===== src/rtl/ddma_arbiter_if.sv =====
// ddma_arbiter_if: requester and DDMA engine signal bundle around ddma_arbiter
interface ddma_arbiter_if #(
  parameter int MEMORY_BUS_WIDTH = 32,
  parameter int NUM_REQ          = 4
);
  logic [NUM_REQ-1:0]                  req_in;
  logic [NUM_REQ*MEMORY_BUS_WIDTH-1:0] addr_in;
  logic [NUM_REQ*MEMORY_BUS_WIDTH-1:0] nbytes_in;
  logic [NUM_REQ-1:0]                  grant_out;
  logic [NUM_REQ-1:0]                  done_out;
  logic                                error_out;
  logic [MEMORY_BUS_WIDTH-1:0]         ddma_addr_out;
  logic [MEMORY_BUS_WIDTH-1:0]         ddma_nbytes_out;
  logic                                ddma_cmd_out;
  logic                                ddma_status_in;
  modport master (
    output req_in, addr_in, nbytes_in, ddma_status_in,
    input  grant_out, done_out, error_out, ddma_addr_out, ddma_nbytes_out, ddma_cmd_out
  );
  modport slave (
    input  req_in, addr_in, nbytes_in, ddma_status_in,
    output grant_out, done_out, error_out, ddma_addr_out, ddma_nbytes_out, ddma_cmd_out
  );
endinterface


===== src/rtl/ddma_arbiter.sv =====
// ddma_arbiter: round-robin sharing of one DDMA engine; watchdog built in with DDMA_ARB_WATCHDOG_EN
module ddma_arbiter #(
  parameter int MEMORY_BUS_WIDTH = 32,
  parameter int NUM_REQ          = 4,
  parameter int WDT_CYCLES       = 1024
) (
  input logic           clock,
  input logic           reset,
  ddma_arbiter_if.slave bus
);
  localparam int W  = MEMORY_BUS_WIDTH;
  localparam int LW = $clog2(NUM_REQ);
  typedef enum logic [1:0] {IDLE, ISSUE, BUSY, DONE} state_t;
  state_t             state, state_d;
  logic [LW-1:0]      last, last_d, win;
  logic [NUM_REQ-1:0] grant, grant_d, done, done_d;
  logic [W-1:0]       addr, addr_d, nbytes, nbytes_d;
  logic               cmd, cmd_d, skip, skip_d, found, wdt_hit;
  logic [W-1:0]       sel_nbytes;
  // first pending requester above the last winner, wrapping around
  always_comb begin
    found = 1'b0;
    win   = last;
    for (int k = 1; k <= NUM_REQ; k++) begin
      if (!found && bus.req_in[(int'(last) + k) % NUM_REQ]) begin
        found = 1'b1;
        win   = LW'((int'(last) + k) % NUM_REQ);
      end
    end
  end
  assign sel_nbytes = bus.nbytes_in[int'(win)*W +: W];
  // next state and next registered outputs; a zero-byte grant spends an extra DONE cycle so done trails grant
  always_comb begin
    state_d  = state;
    last_d   = last;
    grant_d  = grant;
    done_d   = '0;
    cmd_d    = cmd;
    skip_d   = skip;
    addr_d   = addr;
    nbytes_d = nbytes;
    case (state)
      IDLE:
        if (found) begin
          grant_d  = NUM_REQ'(1) << win;
          last_d   = win;
          addr_d   = bus.addr_in[int'(win)*W +: W];
          nbytes_d = sel_nbytes;
          skip_d   = sel_nbytes == '0;
          cmd_d    = sel_nbytes != '0;
          state_d  = sel_nbytes == '0 ? DONE : ISSUE;
        end
      ISSUE:
        if (wdt_hit || bus.ddma_status_in) begin
          cmd_d   = 1'b0;
          done_d  = wdt_hit ? grant : '0;
          state_d = wdt_hit ? DONE : BUSY;
        end
      BUSY:
        if (wdt_hit || !bus.ddma_status_in) begin
          done_d  = grant;
          state_d = DONE;
        end
      default:
        if (skip) begin
          skip_d = 1'b0;
          done_d = grant;
        end else begin
          grant_d = '0;
          state_d = IDLE;
        end
    endcase
  end
  // state and output registers
  always_ff @(posedge clock or negedge reset) begin
    if (!reset) begin
      state  <= IDLE;
      last   <= LW'(NUM_REQ - 1);
      grant  <= '0;
      done   <= '0;
      cmd    <= 1'b0;
      skip   <= 1'b0;
      addr   <= '0;
      nbytes <= '0;
    end else begin
      state  <= state_d;
      last   <= last_d;
      grant  <= grant_d;
      done   <= done_d;
      cmd    <= cmd_d;
      skip   <= skip_d;
      addr   <= addr_d;
      nbytes <= nbytes_d;
    end
  end
`ifdef DDMA_ARB_WATCHDOG_EN
  localparam int CW = $clog2(WDT_CYCLES + 1);
  logic [CW-1:0] cnt;
  logic          error;
  assign wdt_hit = (state == ISSUE || state == BUSY) && cnt == CW'(WDT_CYCLES - 1);
  // cycles spent in the current ISSUE/BUSY state; error pulses alongside the forced done
  always_ff @(posedge clock or negedge reset) begin
    if (!reset) begin
      cnt   <= '0;
      error <= 1'b0;
    end else begin
      cnt   <= (state_d != state || !(state == ISSUE || state == BUSY)) ? '0 : cnt + 1'b1;
      error <= wdt_hit;
    end
  end
  assign bus.error_out = error;
`else
  assign wdt_hit       = 1'b0;
  assign bus.error_out = 1'b0;
`endif
  assign bus.grant_out       = grant;
  assign bus.done_out        = done;
  assign bus.ddma_cmd_out    = cmd;
  assign bus.ddma_addr_out   = addr;
  assign bus.ddma_nbytes_out = nbytes;
endmodule


===== src/flat_wrapper.sv =====
// flat-port wrapper written by rule: the top's interface ports become plain ports
module ddma_arbiter_flat 
#(
  parameter int MEMORY_BUS_WIDTH = 32,
  parameter int NUM_REQ          = 4,
  parameter int WDT_CYCLES       = 1024
)
  (clock, reset, bus_req_in, bus_addr_in, bus_nbytes_in, bus_ddma_status_in, bus_grant_out, bus_done_out, bus_error_out, bus_ddma_addr_out, bus_ddma_nbytes_out, bus_ddma_cmd_out);
  ddma_arbiter_if #(.MEMORY_BUS_WIDTH(MEMORY_BUS_WIDTH), .NUM_REQ(NUM_REQ)) bus_i ();
  input logic clock;
  input logic reset;
  input wire logic [$bits(bus_i.req_in)-1:0] bus_req_in;
  input wire logic [$bits(bus_i.addr_in)-1:0] bus_addr_in;
  input wire logic [$bits(bus_i.nbytes_in)-1:0] bus_nbytes_in;
  input wire logic [$bits(bus_i.ddma_status_in)-1:0] bus_ddma_status_in;
  output wire logic [$bits(bus_i.grant_out)-1:0] bus_grant_out;
  output wire logic [$bits(bus_i.done_out)-1:0] bus_done_out;
  output wire logic [$bits(bus_i.error_out)-1:0] bus_error_out;
  output wire logic [$bits(bus_i.ddma_addr_out)-1:0] bus_ddma_addr_out;
  output wire logic [$bits(bus_i.ddma_nbytes_out)-1:0] bus_ddma_nbytes_out;
  output wire logic [$bits(bus_i.ddma_cmd_out)-1:0] bus_ddma_cmd_out;
  assign bus_i.req_in = bus_req_in;
  assign bus_i.addr_in = bus_addr_in;
  assign bus_i.nbytes_in = bus_nbytes_in;
  assign bus_i.ddma_status_in = bus_ddma_status_in;
  assign bus_grant_out = bus_i.grant_out;
  assign bus_done_out = bus_i.done_out;
  assign bus_error_out = bus_i.error_out;
  assign bus_ddma_addr_out = bus_i.ddma_addr_out;
  assign bus_ddma_nbytes_out = bus_i.ddma_nbytes_out;
  assign bus_ddma_cmd_out = bus_i.ddma_cmd_out;
  ddma_arbiter #(.MEMORY_BUS_WIDTH(MEMORY_BUS_WIDTH), .NUM_REQ(NUM_REQ), .WDT_CYCLES(WDT_CYCLES)) u_core (.clock(clock), .reset(reset), .bus(bus_i));
endmodule

===== config.mk =====
export PLATFORM = sky130hd
export DESIGN_NAME = ddma_arbiter_flat
export DESIGN_NICKNAME = d
export VERILOG_FILES = /design/src/rtl/ddma_arbiter_if.sv /design/src/rtl/ddma_arbiter.sv /design/src/flat_wrapper.sv
export SDC_FILE = /design/constraint.sdc
export NUM_CORES = 1
export LEC_CHECK = 0
export BUFFER_PORTS_ARGS = -buffer_cell sky130_fd_sc_hd__buf_2
export CAP_MARGIN = 20
export CORE_MARGIN = 4
export CORE_UTILIZATION = 30
export DETAILED_ROUTE_END_ITERATION = 16
export HOLD_SLACK_MARGIN = 0.02
export PLACE_DENSITY = 0.71
export REMOVE_ABC_BUFFERS = 1
export SLEW_MARGIN = 10
export SYNTH_ARGS = -nofsm -noshare
export SYNTH_HDL_FRONTEND = slang
export SYNTH_SLANG_ARGS = --single-unit
export TNS_END_PERCENT = 100

===== constraint.sdc =====
create_clock -name clock -period 5.1 [get_ports clock]
set_input_delay 0.255 -clock clock [delete_from_list [all_inputs] [get_ports clock]]
set_output_delay 0.255 -clock clock [all_outputs]
set_load 0.02 [all_outputs]

# Word level (Yosys, flattened, before mapping)
# Cells that the tools add are included.
# totals
mem_bits_rw,0
memories,0
word_cells,86
regBits,78
latch_bits,0
rom_bits,0
output_inout_bits,74
# classes
n_lt_le_gt_ge,4
div,0
n_addsub,4
bitwise_logic,5
multipliers,0
n_reduce_logical,20
n_mux,36
shifts,3
eq_ne,6
# op_table
op,count
128-bit by 8-bit indexed part select with 32-bit output,2
32-bit zero test,1
32-bit nonzero test,1
2-bit 2-to-1 mux,9
"3-bit by 4-bit less-than comparator with 1-bit output, second input constant",4
4-bit case mux with 2 select lines,2
1-bit 2-to-1 mux,15
4-bit 2-to-1 mux,3
2-bit OR reduction,6
1-bit binary-select mux with 2-bit select,4
2-bit case mux with 3 select lines,1
"2-bit by 1-bit adder with 2-bit output, second input constant",2
"2-bit adder, second input constant",2
"1-bit AND, first input constant",4
"2-bit inequality test, second input constant",2
"4-bit inequality test, second input constant",1
1-bit case mux with 2 select lines,2
2-bit AND reduction,2
4-bit AND reduction,1
"1-bit by 2-bit << shifter with 4-bit output, first input constant",1
1-bit logical AND,3
1-bit zero test,3
3-bit AND reduction,1
"2-bit by 1-bit == test with 1-bit output, second input constant",1
other kinds (5),5

# Logic depth before layout (Yosys ltp)
# Gate-level depths: netlist (run 1).
# logic_depth
depth_word,21
mapped_depth,10
depth_no_buf,8

# Worst setup path after synthesis (run 1)
# OpenSTA, ideal clock, no wires.
# synth_timing
path_type,flip-flop to flip-flop
start,register u_core.last[1]
end,register u_core.state[1]
slack_ns,2.529
path_buffers,1
arrival_ns,2.506
setup_time_ns,0.066
stages_incl_launch_ff,10
synth_period_minus_slack_ns,2.571
path_cell_list,dfstp_2 mux2i_1 a222oi_1 buf_2 mux2i_1 nand2_1 a2111oi_1 nand4_1 o31ai_2 a22o_1
# synth_between
elab_chain_cells,19
elab_cells_between_ends,37
cone_classes,4 x add/sub; 1 x eq/ne; 1 x shift; 23 x mux; 8 x reduce/logical
# synth_lines
item,line,source
start: declaration,ddma_arbiter.sv:15,"logic [LW-1:0] last, last_d, win;"
start signal: assignment,ddma_arbiter.sv:78,last <= LW'(NUM_REQ - 1);
start signal: assignment,ddma_arbiter.sv:87,last <= last_d;
2-bit by 1-bit adder with 2-bit output,"ddma_arbiter.sv:25, ddma_arbiter.sv:27",
1-bit binary-select mux with 2-bit select,ddma_arbiter.sv:25,if (!found && bus.req_in[(int'(last) + k) % NUM_REQ]) begin
1-bit 2-to-1 mux (implied by the code) (2 in series),ddma_arbiter.sv:25,
1-bit 2-to-1 mux,ddma_arbiter.sv:25,
1-bit zero test,ddma_arbiter.sv:25,
1-bit logical AND,ddma_arbiter.sv:25,
1-bit 2-to-1 mux,ddma_arbiter.sv:25,
1-bit zero test,ddma_arbiter.sv:25,
[2 not listed],-,
1-bit zero test,ddma_arbiter.sv:25,
1-bit logical AND,ddma_arbiter.sv:25,
2-bit 2-to-1 mux,ddma_arbiter.sv:25,
128-bit by 8-bit indexed part select with 32-bit output,ddma_arbiter.sv:31,assign sel_nbytes = bus.nbytes_in[int'(win)*W +: W];
32-bit zero test,ddma_arbiter.sv:51,state_d = sel_nbytes == '0 ? DONE : ISSUE;
2-bit 2-to-1 mux,ddma_arbiter.sv:51,
2-bit 2-to-1 mux,ddma_arbiter.sv:44,if (found) begin
2-bit case mux with 3 select lines,ddma_arbiter.sv:42,case (state)
end signal: assignment,ddma_arbiter.sv:86,state <= state_d;
end: declaration,ddma_arbiter.sv:14,"state_t state, state_d;"
# Several ways; a longest one is shown, not always the timed one. The select of a mux whose other input is x is not followed.
# A chain may end at the register's enable or synchronous reset.

# Worst setup path in the final report (run 1)
# Ends and elaborated chain as after synthesis.

==> impl_results.md, run 1 <==
* Antenna-violating nets left at 0
* Endpoints failing hold at 0
* Max-Cap Viols at 0
* Worst EP required at approximately 5400 ps
* RSZ-0062 raised after global routing: no
* Share of the synthesized area in the top cell type at 0.359
* Setup repair bufs after CTS at 0
* CTS tree: done
* Sequential area share after synthesis at 0.369
* Largest net degree at the start of global routing at 110
* Worst slew pin tran at 996 ps
* Final setup viols at 0
* Clock buffer count from CTS at 9
* Number of remaining DRC errors at 0
* Overflow after GRT at 0
* Area delta synth->final at 40.8%
* IO Count at 337
* Routed wire per std cell at 15.1 microns
* Length of routed wiring on met1 at 7440 microns
* Routability cong. at 0.855
* Sink Count at 78
* Max IR drop VDD at 0.000352 V
* Met3 WL post-DR at 1780 microns
* Initial antenna violation count at 1
* P_leak at 4.10 nW
* Final min period at 3430 ps
* Cell taking the most area after synthesis: dfrtp_1
* CTS HTree Levels at 3
* Worst-path clk slew at 60 ps
* I/O Buffers at between 300 and 400
* Syn Area/Cell at around 7.1 sq um
* Synth top cells by count: nand2_1 (318), dfrtp_1 (76), nand3_1 (66), mux2i_1 (52), a21oi_1 (39)
* PostCTS Resize Cnt at 0
* Register Area at 0.00195 sq mm
* Nets@finish at approximately 1300
* Yosys warning total at 0
* WP data arrival at roughly 3700 ps
* Max_slew headroom at 0.336
* Final Max Slew Viols at 0
* Core area at 0.0173 sq mm
* Clk buf depth at 2
* Hold Path Stages at 5
* Critical path type: reg -> reg
* Detailed placement HPWL at ~15000 microns
* Total GRT Usage at 0.185
* Worst Reg-to-Reg Cells at 9
* Critical Path Fanout Max at between 50 and 60
* Max Fclk at 291 MHz
* Commonest register cell after synthesis: dfrtp_1
* Final instance area at between 0.007 and 0.008 sq mm
* Ys async rst share at 1.00
* Setup_tns at 0 ps
* Leading post-synthesis cells by cell area: dfrtp_1 (36%), nand2_1 (23%), mux2i_1 (9.8%), nand3_1 (6.2%), a21oi_1 (3.7%)
* Synth Instances at 742
* Uppermost routed layer: met4
* Routed vias at 6224
* Clock Skew at ~5.3 ps
* Total wire length at 19200 microns
* Chip Width at approximately 140 microns
* Multi-input logic area at 0.00310 sq mm
* Die area at 0.0198 sq mm
* Layout cells sized above 1 at 0.360
* Vias per inst at slightly below 5
* Post-synth EDFFs at 0
* Drt pass-1 iters at 5
* Met2 WL at 9610 microns
* Most frequent cell after synthesis: nand2_1
* First-pass GRT wire length at around 30000 microns
* CTS Root Cell: clkbuf_16
* Post-route clock period utilization at 0.673
* DIE HEIGHT at 141 microns
* Iter 0 DRT Violations at approximately 340
* Status: finished, final reports clean
* Finished Core Util at 0.431
* Yosys reg bits at just under 80
* Hold/Removal Path Class: in -> reg
* Via count of the first global-routing pass at 5975
* Worst setup EP type: register
* FILL cells at 1820
* Clk_lat worst skew at 340 ps
* Synthesized area at roughly 0.0053 sq mm
* Cell Area, Placed at 0.00709 sq mm
* CP startpoint kind: register
* Pwr/cell area at just over 600 mW/mm^2
* Count of cell types in the netlist at between 40 and 50
* Initial core utilization at 0.306
* Placement row count at 48
==> flip-flops by register name, indices dropped and copies added, names as in the netlist <==
name / count
u_core.bus.grant_out: 4
u_core.bus.done_out: 4
u_core.bus.ddma_cmd_out: 1
u_core.state: 2
u_core.last: 2
u_core.skip: 1
u_core.bus.ddma_addr_out: 32
u_core.bus.ddma_nbytes_out: 32
==> area by class of cell <==
type                            instances  share of cell area
Clock buffer                            9              0.0302
Antenna cell                            1            0.000336
Sequential cell                        78               0.262
Multi-Input combinational cell        606               0.416
Clock inverter                          6              0.0117
Timing Repair Buffer                  345               0.239
Tap cell                              225              0.0378
Inverter                                6             0.00302
==> cell families after synthesis <==
| group | share of synthesized area |
|---|---|
| other cells | 0.000708 |
| simple gates | 0.340 |
| fa+ha+maj | 0.0118 |
| compound gates | 0.117 |
| buf+inv | 0.0482 |
| flops | 0.369 |
| mux | 0.113 |
==> routing by layer <==
layer  track usage  vias up
li1              -     3097
met1         0.219     2828
met2         0.324      270
met3        0.0461       29
met4        0.0714        0
met5             0        -
==> power by group <==
group          leakage, nW  switching (mW)  internal [mW]
clock                0.155           0.263          0.426
combinational         2.98            1.78          0.956
sequential           0.967           0.149          0.918
total                 4.10            2.20           2.30
==> placed cells by master (no fill, tap or decap), types with 3 or more instances in the layout <==
cell type	Yosys	final
nand3_1	66	66
inv_1	6	6
nor2_1	10	10
ha_1	5	5
clkbuf_16	0	9
dfrtp_1	76	76
a21oi_1	39	39
o21ai_0	19	19
buf_2	6	334
nor4_1	13	13
nor3_1	3	3
nand4_1	5	5
nor2b_1	4	4
buf_4	4	8
o21ai_1	37	37
mux2i_1	52	52
nand2_1	318	317
mux2_2	7	7
==> through the flow <==
step	cells	setup WS (ps)	hold WS (ps)	power, mW
6_report	1276	1670	260	4.50
5_1_grt	1276	1470	289	4.89
4_1_cts	1272	1680	133	4.52
3_5_place_dp	1257	1710	457	3.82
3_3_place_gp	1257	1750	453	3.77
2_1_floorplan	690	-4580	-40.6	3.10
==> critical path: stages, from the launching register on <==
cell,delay [ps]
dfstp_2,590
mux2i_1,110
a222oi_1,430
buf_4,660
mux2i_1,280
nand2_1,90
a2111oi_0,480
nand4_1,260
o31ai_2,280
a22o_1,150
==> path summary, 6_finish.rpt <==
path                                                                start                                    endpoint  slack (ps)
worst min register to register  u_core.bus.ddma_nbytes_out[5]$_DFFE_PN0P_   u_core.bus.ddma_nbytes_out[5]$_DFFE_PN0P_         470
worst max-delay path                           u_core.last[1]$_DFFE_PN1P_                 u_core.state[1]$_DFFE_PN0P_        1670
worst min-delay path                                     bus_addr_in[125]    u_core.bus.ddma_addr_out[29]$_DFFE_PN0P_         260
max in group asynchronous                                           reset                  u_core.last[1]$_DFFE_PN1P_        4070
min in group asynchronous                                           reset  u_core.bus.ddma_nbytes_out[22]$_DFFE_PN0P_         400
worst max register to register                 u_core.last[1]$_DFFE_PN1P_                 u_core.state[1]$_DFFE_PN0P_        1670
==> timing repair <==
action,4_1_cts,5_1_grt
setup endpoints to repair,0,0
hold buffers,0,1
hold endpoints to repair,0,30
Note: power is estimated with default switching activity, not from simulation.
==> run 2: changes to the inputs <==
PLACE_DENSITY = 0.73   (was 0.71)
clock period = 3 ns   (was 5.1 ns; I/O delays follow)
==> run 2 against run 1 <==
  * Sequential power grew 70%
  * Combinational power rose by 79%
  * Sequential cell count stayed put
  * Highest routed layer unchanged
  * Core utilization grew 1.2 points
==> impl_results.md, run 2 (same netlist as run 1, synthesis figures left out) <==
* Status: finished, final reports clean
* Setup ws final at 174 ps
* Post-route clock period utilization at 0.942
* Total GRT Usage at 0.185
* Sequential fraction of design power at 0.225
* Clock network fraction of design power at 0.169
* Worst setup EP type: register
* Register Area at approximately 0.0020 sq mm
* Max IR drop VDD at 0.000618 V
* Number of remaining DRC errors at 0
* Clock Skew at 6.69 ps
* FILL cells at 1763
* I/O Buffers at 335
* Largest net degree at the start of global routing at 90
* DIE HEIGHT at 141 microns
* Routability cong. at 0.880
* CP most frequent cell: mux2i_1
* Pwr/cell area at roughly 1100 mW/mm^2
* Drt pass-1 iters at 5
* Total wire length at approximately 19000 microns
* Most frequent cells in the layout: buf_2 (334), nand2_1 (317), dfrtp_1 (76), nand3_1 (66), mux2i_1 (51)
* Clk_lat worst skew at approximately 340 ps
* Via count of the first global-routing pass at a little under 6000
* Cell Area, Placed at roughly 0.0072 sq mm
* Detailed placement HPWL at 15000 microns
* Nets@finish at 1324
* Sink Count at a little under 80
* Worst slew pin tran at 830 ps
* Clock buffer count from CTS at 9
* Multi-input logic area at slightly above 0.003 sq mm
* P_int at 4.25 mW
* Critical path type: reg -> reg
* Endpoints failing hold at 0
* Max_slew headroom at 0.447
* CTS tree: done
* Placement row count at 48
* Routed wire per std cell at 15.0 microns
* Chip Width at 141 microns
* Die area at 0.0198 sq mm
* Finished Core Util at 0.444
* CTS HTree Levels at 3
* Critical path's slowest cell: dfstp_2
* Initial antenna violation count at 0
* Max-Cap Viols at 0
* Final Max Slew Viols at 0
* Layout cells sized above 1 at 0.369
* Final min period at 2830 ps
* Commonest non-fill, non-tap cell in the layout: buf_2
* Sw Share at 0.474
* Post-Place Setup Slack at -50.8 ps
* Worst EP required at 3280 ps
* Vias per inst at 4.85
* Core area at 0.0173 sq mm
* Overall Power at 8.08 mW
* Comb pwr share at 0.606
* Sw Pwr at 3.83 mW
* WP data arrival at 3110 ps
* P_leak at 4.20 nW
* N_diodes at 0
* Area delta synth->final at 44.8%
* CP peak stage delay at 580 ps
* Hold/Removal Path Class: in -> reg
* Overflow after GRT at 0
* Layout Cells excl Fill at 1286
* Max Fclk at around 350 MHz
* Iter 0 DRT Violations at roughly 260
* IO Count at 337
* Clk buf depth at 2
* First-pass GRT wire length at just under 30000 microns
* Final setup viols at 0
* Antenna-violating nets left at 0
* CTS Root Cell: clkbuf_16
* Critical Path Fanout Max at 12
* Worst-path clk slew at 70 ps
* Routed vias at around 6200
* Final instance area at 0.00767 sq mm
* Placed Instances at 1264
* CP Cell Sequence: mux2i_1, a222oi_1, buf_4, clkbuf_16, mux2i_1, nand2_1, a2111oi_2, nand4_1, o31ai_2, a22o_1
* Initial core utilization at 0.306
* CP startpoint kind: register
run 2: cell count changes in the layout (fill, tap and decap cells not counted), sizes merged:
| cell | delta |
|---|---|
| buf | +8 |
| bufinv | +2 |
| clkbuf | +2 |
| clkinv | -1 |
| diode | -1 |
run 2: power groups by stage:
stage	logic, mW	clock network [mW]	registers (mW)
2_1_floorplan	2.59	0	2.39
3_3_place_gp	4.70	0	1.82
3_5_place_dp	4.79	0	1.84
4_1_cts	4.80	1.40	1.83
5_1_grt	5.44	1.44	1.88
6_report	4.90	1.36	1.82
run 2: through the flow:
| stage | setup TNS, ps | hold slack [ps] |
|---|---|---|
| final | 0 | 159 |
| after global routing | -8.90 | 165 |
| after CTS | 0 | 24.9 |
| after detailed placement | -62.7 | 399 |
| after global placement | 0 | 385 |
| after floorplan | -409290 | -146 |
run 2: worst paths after layout:
kind	from	endpoint	depth (start not counted)	slack [ps]
hold / removal	bus_addr_in[113]	u_core.bus.ddma_addr_out[17]$_DFFE_PN0P_	5	160
setup reg to reg	u_core.last[1]$_DFFE_PN1P_	u_core.state[1]$_DFFE_PN0P_	10	170
max in group asynchronous	reset	u_core.bus.ddma_nbytes_out[10]$_DFFE_PN0P_	3	2140
hold reg to reg	u_core.bus.ddma_nbytes_out[6]$_DFFE_PN0P_	u_core.bus.ddma_nbytes_out[6]$_DFFE_PN0P_	2	480
min in group asynchronous	reset	u_core.bus.grant_out[0]$_DFFE_PN0P_	2	250
setup / recovery	u_core.last[1]$_DFFE_PN1P_	u_core.state[1]$_DFFE_PN0P_	10	170
run 2: per-layer routing:
layer | track usage | vias up | part of all wire
met4 | 0.0734 | 0 | 0.024
met3 | 0.0363 | 34 | 0.079
met1 | 0.232 | 2802 | 0.41
met2 | 0.314 | 273 | 0.49
li1 | - | 3124 | -
met5 | 0 | - | 0
run 2: layout make-up:
class | count | share of cell area
Tap cell | 225 | 0.0367
Clock inverter | 7 | 0.0191
Clock buffer | 9 | 0.0294
Sequential cell | 78 | 0.255
Inverter | 6 | 0.00294
Multi-Input combinational cell | 606 | 0.406
Timing Repair Buffer | 355 | 0.251
run 2: repair_timing:
| item | 4_1_cts | 5_1_grt |
|---|---|---|
| setup endpoints to repair | 3 | 3 |
| gates cloned | 0 | 2 |
| buffers inserted | 0 | 2 |
| hold endpoints to repair | 0 | 20 |
| pin swaps | 0 | 4 |
| hold buffers | 0 | 1 |
| gates resized for setup | 2 | 6 |
run 2: critical path: cells and delay by family, from the launching register on:
family	cells	cell delay (ps)
muxes	2	340
AOI/OAI and AO/OA	4	1050
and+or+nand+nor	2	350
buffers and inverters	2	440
DFF	1	580
==> run 3: changes to the inputs <==
ABC_AREA = 1   (was not set)
==> run 3 against run 2 <==
  * Clock-buffer cell count increased by 4
  * Critical path depth is 12 higher
  * Synthesized cell count up 7.8%
  * Critical path type unchanged
  * Largest cell class unchanged
  * Highest routed layer unchanged
==> impl_results.md, run 3 <==
* Total GRT Usage at 0.192
* Compound-Gate Fraction of Synth Area at 0.168
* Commonest register cell after synthesis: dfrtp_1
* Worst Reg-to-Reg Cells at 22
* Status: finished, final reports clean
* Synth Area in Adders at 0.0118
* Min-delay src: bus_addr_in[53]
* Sequential fraction of design power at 0.163
* Sw Pwr at around 6.5 mW
* Syn Area/Cell at roughly 6.6 sq um
* Final min period at 2710 ps
* Detailed placement HPWL at 15300 microns
* Cell taking the most area after synthesis: dfrtp_1
* Sink Count at 78
* Setup ws final at 288 ps
* P_leak at 4.11 nW
* Die area at 0.0198 sq mm
* Hold/Removal Path Class: in -> reg
* Critical Path Fanout Max at 32
* Comb pwr share at 0.742
* Worst slew pin tran at between 600 and 700 ps
* Worst EP required at 3270 ps
* RSZ-0062 raised after global routing: no
* Clock buffer count from CTS at 9
* Commonest non-fill, non-tap cell in the layout: nand2_1
* Largest net degree at the start of global routing at 79
* Nets@finish at 1384
* Area delta synth->final at 42.8%
* Worst setup EP type: register
* First-pass GRT wire length at 30500 microns
* Count of cell types in the netlist at 28
* Clock network fraction of design power at 0.095
* Hold Path Stages at 3
* I/O Buffers at 335
* Synth top cells by count: nand2_1 (362), nor2_1 (89), dfrtp_1 (76), a31oi_1 (52), nand3_1 (43)
* Post-Synth XOR/XNOR Area at 0
* Worst Setup SP: u_core.last[0]$_DFFE_PN1P_
* Endpoints failing hold at 0
* CP startpoint kind: register
* Most frequent cells in the layout: nand2_1 (362), buf_2 (334), nor2_1 (88), dfrtp_1 (76), a31oi_1 (52)
* Total wire length at 19800 microns
* Layout Cells excl Fill at 1346
* Drt pass-1 iters at 5
* Worst-path clk slew at 60 ps
* Clk buf depth at 2
* Routed vias at 6516
* Max_slew headroom at 0.534
* Placed Instances at 1325
* Routability cong. at 0.897
* DIE HEIGHT at 141 microns
* Max-Cap Viols at 0
* Number of remaining DRC errors at 0
* Layout cells sized above 1 at 0.345
* Yosys warning total at 0
* IO Count at ~340
* Synth Instances at 800
* Ys async rst share at 1.00
* Final Max Slew Viols at 0
* P_int at around 5.4 mW
* N_diodes at 0
* Vias per inst at approximately 4.8
* Placement row count at 48
* Yosys reg bits at between 70 and 80
* CTS Root Cell: clkbuf_16
* Multiplexer area fraction after synthesis at 0
* Share of the synthesized area in the top cell type at 0.360
* Via count of the first global-routing pass at 6145
* Max IR drop VDD at 0.000706 V
* Routed wire per std cell at approximately 15 microns
* Main combinational cell family by area after synthesis: simple AND/OR/NAND/NOR gates
* Pwr/cell area at 1580 mW/mm^2
* Max Fclk at roughly 370 MHz
* Critical path type: reg -> reg
* Most frequent cell after synthesis: nand2_1
* Post-Place Setup Slack at 127 ps
* Antenna-violating nets left at 0
* Final setup viols at 0
* Core area at 0.0173 sq mm
* CTS tree: done
* Sequential area share after synthesis at 0.370
* WP data arrival at 2980 ps
* Leading post-synthesis cells by cell area: dfrtp_1 (36%), nand2_1 (26%), nor2_1 (6.3%), a31oi_1 (6.2%), a22oi_1 (5.7%)
* Iter 0 DRT Violations at 393
* Overflow after GRT at 0
* Initial antenna violation count at 0
* CTS HTree Levels at 3
* Post-synth EDFFs at 0
* Chip Width at 141 microns
* Simple-Gate Fraction of Synth Area at 0.382
* Post-route clock period utilization at 0.904
* Clk_lat worst skew at 340 ps
* R2R Path Start: u_core.last[0]$_DFFE_PN1P_
* Initial core utilization at 0.305
* Synthesized area at roughly 0.0053 sq mm
* Clock Skew at 8.87 ps
* Sw Share at 0.550
## run 3: changes by cell type after synthesis, moves of 11 or more
cell | previous run | this run
buf_2 | 6 | 23
o21ai_1 | 37 | 2
nand2_1 | 318 | 362
a31oi_1 | 1 | 52
clkbuf_1 | 32 | 21
nor2_1 | 10 | 89
a22oi_1 | 1 | 40
a21oi_1 | 39 | 11
nor4_1 | 13 | 0
inv_1 | 6 | 17
a41oi_1 | 0 | 12
mux2i_1 | 52 | 0
nand3_1 | 66 | 43
## run 3: worst paths after layout
check	end	slack [ps]
worst max-delay path	u_core.state[1]$_DFFE_PN0P_	290
worst min-delay path	u_core.bus.ddma_addr_out[21]$_DFFE_PN0P_	70
worst max register to register	u_core.state[1]$_DFFE_PN0P_	290
worst min register to register	u_core.bus.ddma_addr_out[11]$_DFFE_PN0P_	480
max in group asynchronous	u_core.last[1]$_DFFE_PN1P_	2070
min in group asynchronous	u_core.bus.grant_out[1]$_DFFE_PN0P_	280
## run 3: routing by layer
metal  part of all wire  global-route usage
met5                  0                   0
met4              0.024              0.0694
met1               0.41               0.240
met2               0.48               0.327
met3              0.083              0.0393
## run 3: power by group through the flow
stage                     Sequential [mW]  Combinational (mW)  Clock, mW
after floorplan                      2.54                5.18          0
after global placement               1.95                8.73          0
after detailed placement             1.96                8.84          0
after CTS                            1.95                8.85       1.17
after global routing                 2.01                9.98       1.21
final                                1.94                8.85       1.13
## run 3: metrics by stage
step / utilization / total power [mW] / area [sq um] / setup TNS [ps] / hold WS, ps
2_1_floorplan: - / 7.73 / 5000 / -57880 / -146
4_1_cts: 0.432 / 12.0 / 7470 / 0 / 47.4
3_5_place_dp: 0.415 / 10.8 / 7170 / 0 / 416
6_report: 0.436 / 11.9 / 7540 / 0 / 70.9
3_3_place_gp: 0.415 / 10.7 / 7170 / 0 / 398
5_1_grt: 0.436 / 13.2 / 7540 / 0 / 75.6
## run 3: layout make-up
class,count,area (sq um)
fill,1821,9760
multi-input combinational,649,2970
sequential,78,1950
timing repair buffer,357,1950
tap,225,282
clock buffer,13,260
inverter,21,81.3
clock inverter,3,42.5
## run 3: cells by family after synthesis
family,after synthesis
compound gates,132
fa+ha+maj,5
buf+inv,73
flops,78
other cells,1
simple gates,511
## run 3: what timing repair did
| item | CTS | global route |
|---|---|---|
| hold buffers | 0 | 1 |
| endpoints found under the hold margin | 0 | 25 |
| endpoints found under the setup margin | 0 | 3 |
| gates resized for setup | 0 | 2 |
| buffers inserted | 0 | 3 |
## run 3: critical path, cell delays in order (launching register included)
cell	delay, ps
dfstp_2	570
buf_4	150
nand2_1	60
nand2_1	120
nand2_2	80
nand2_2	100
inv_2	60
nand3_1	90
nand3_1	80
nand2_1	100
inv_1	50
buf_4	230
nand2_1	130
nand2_1	70
nor2_1	110
nand2_1	60
nor2_1	110
nand2_1	110
nor2_2	130
nand2_1	80
nand2_1	60
nand2_1	40
nand2_1	50
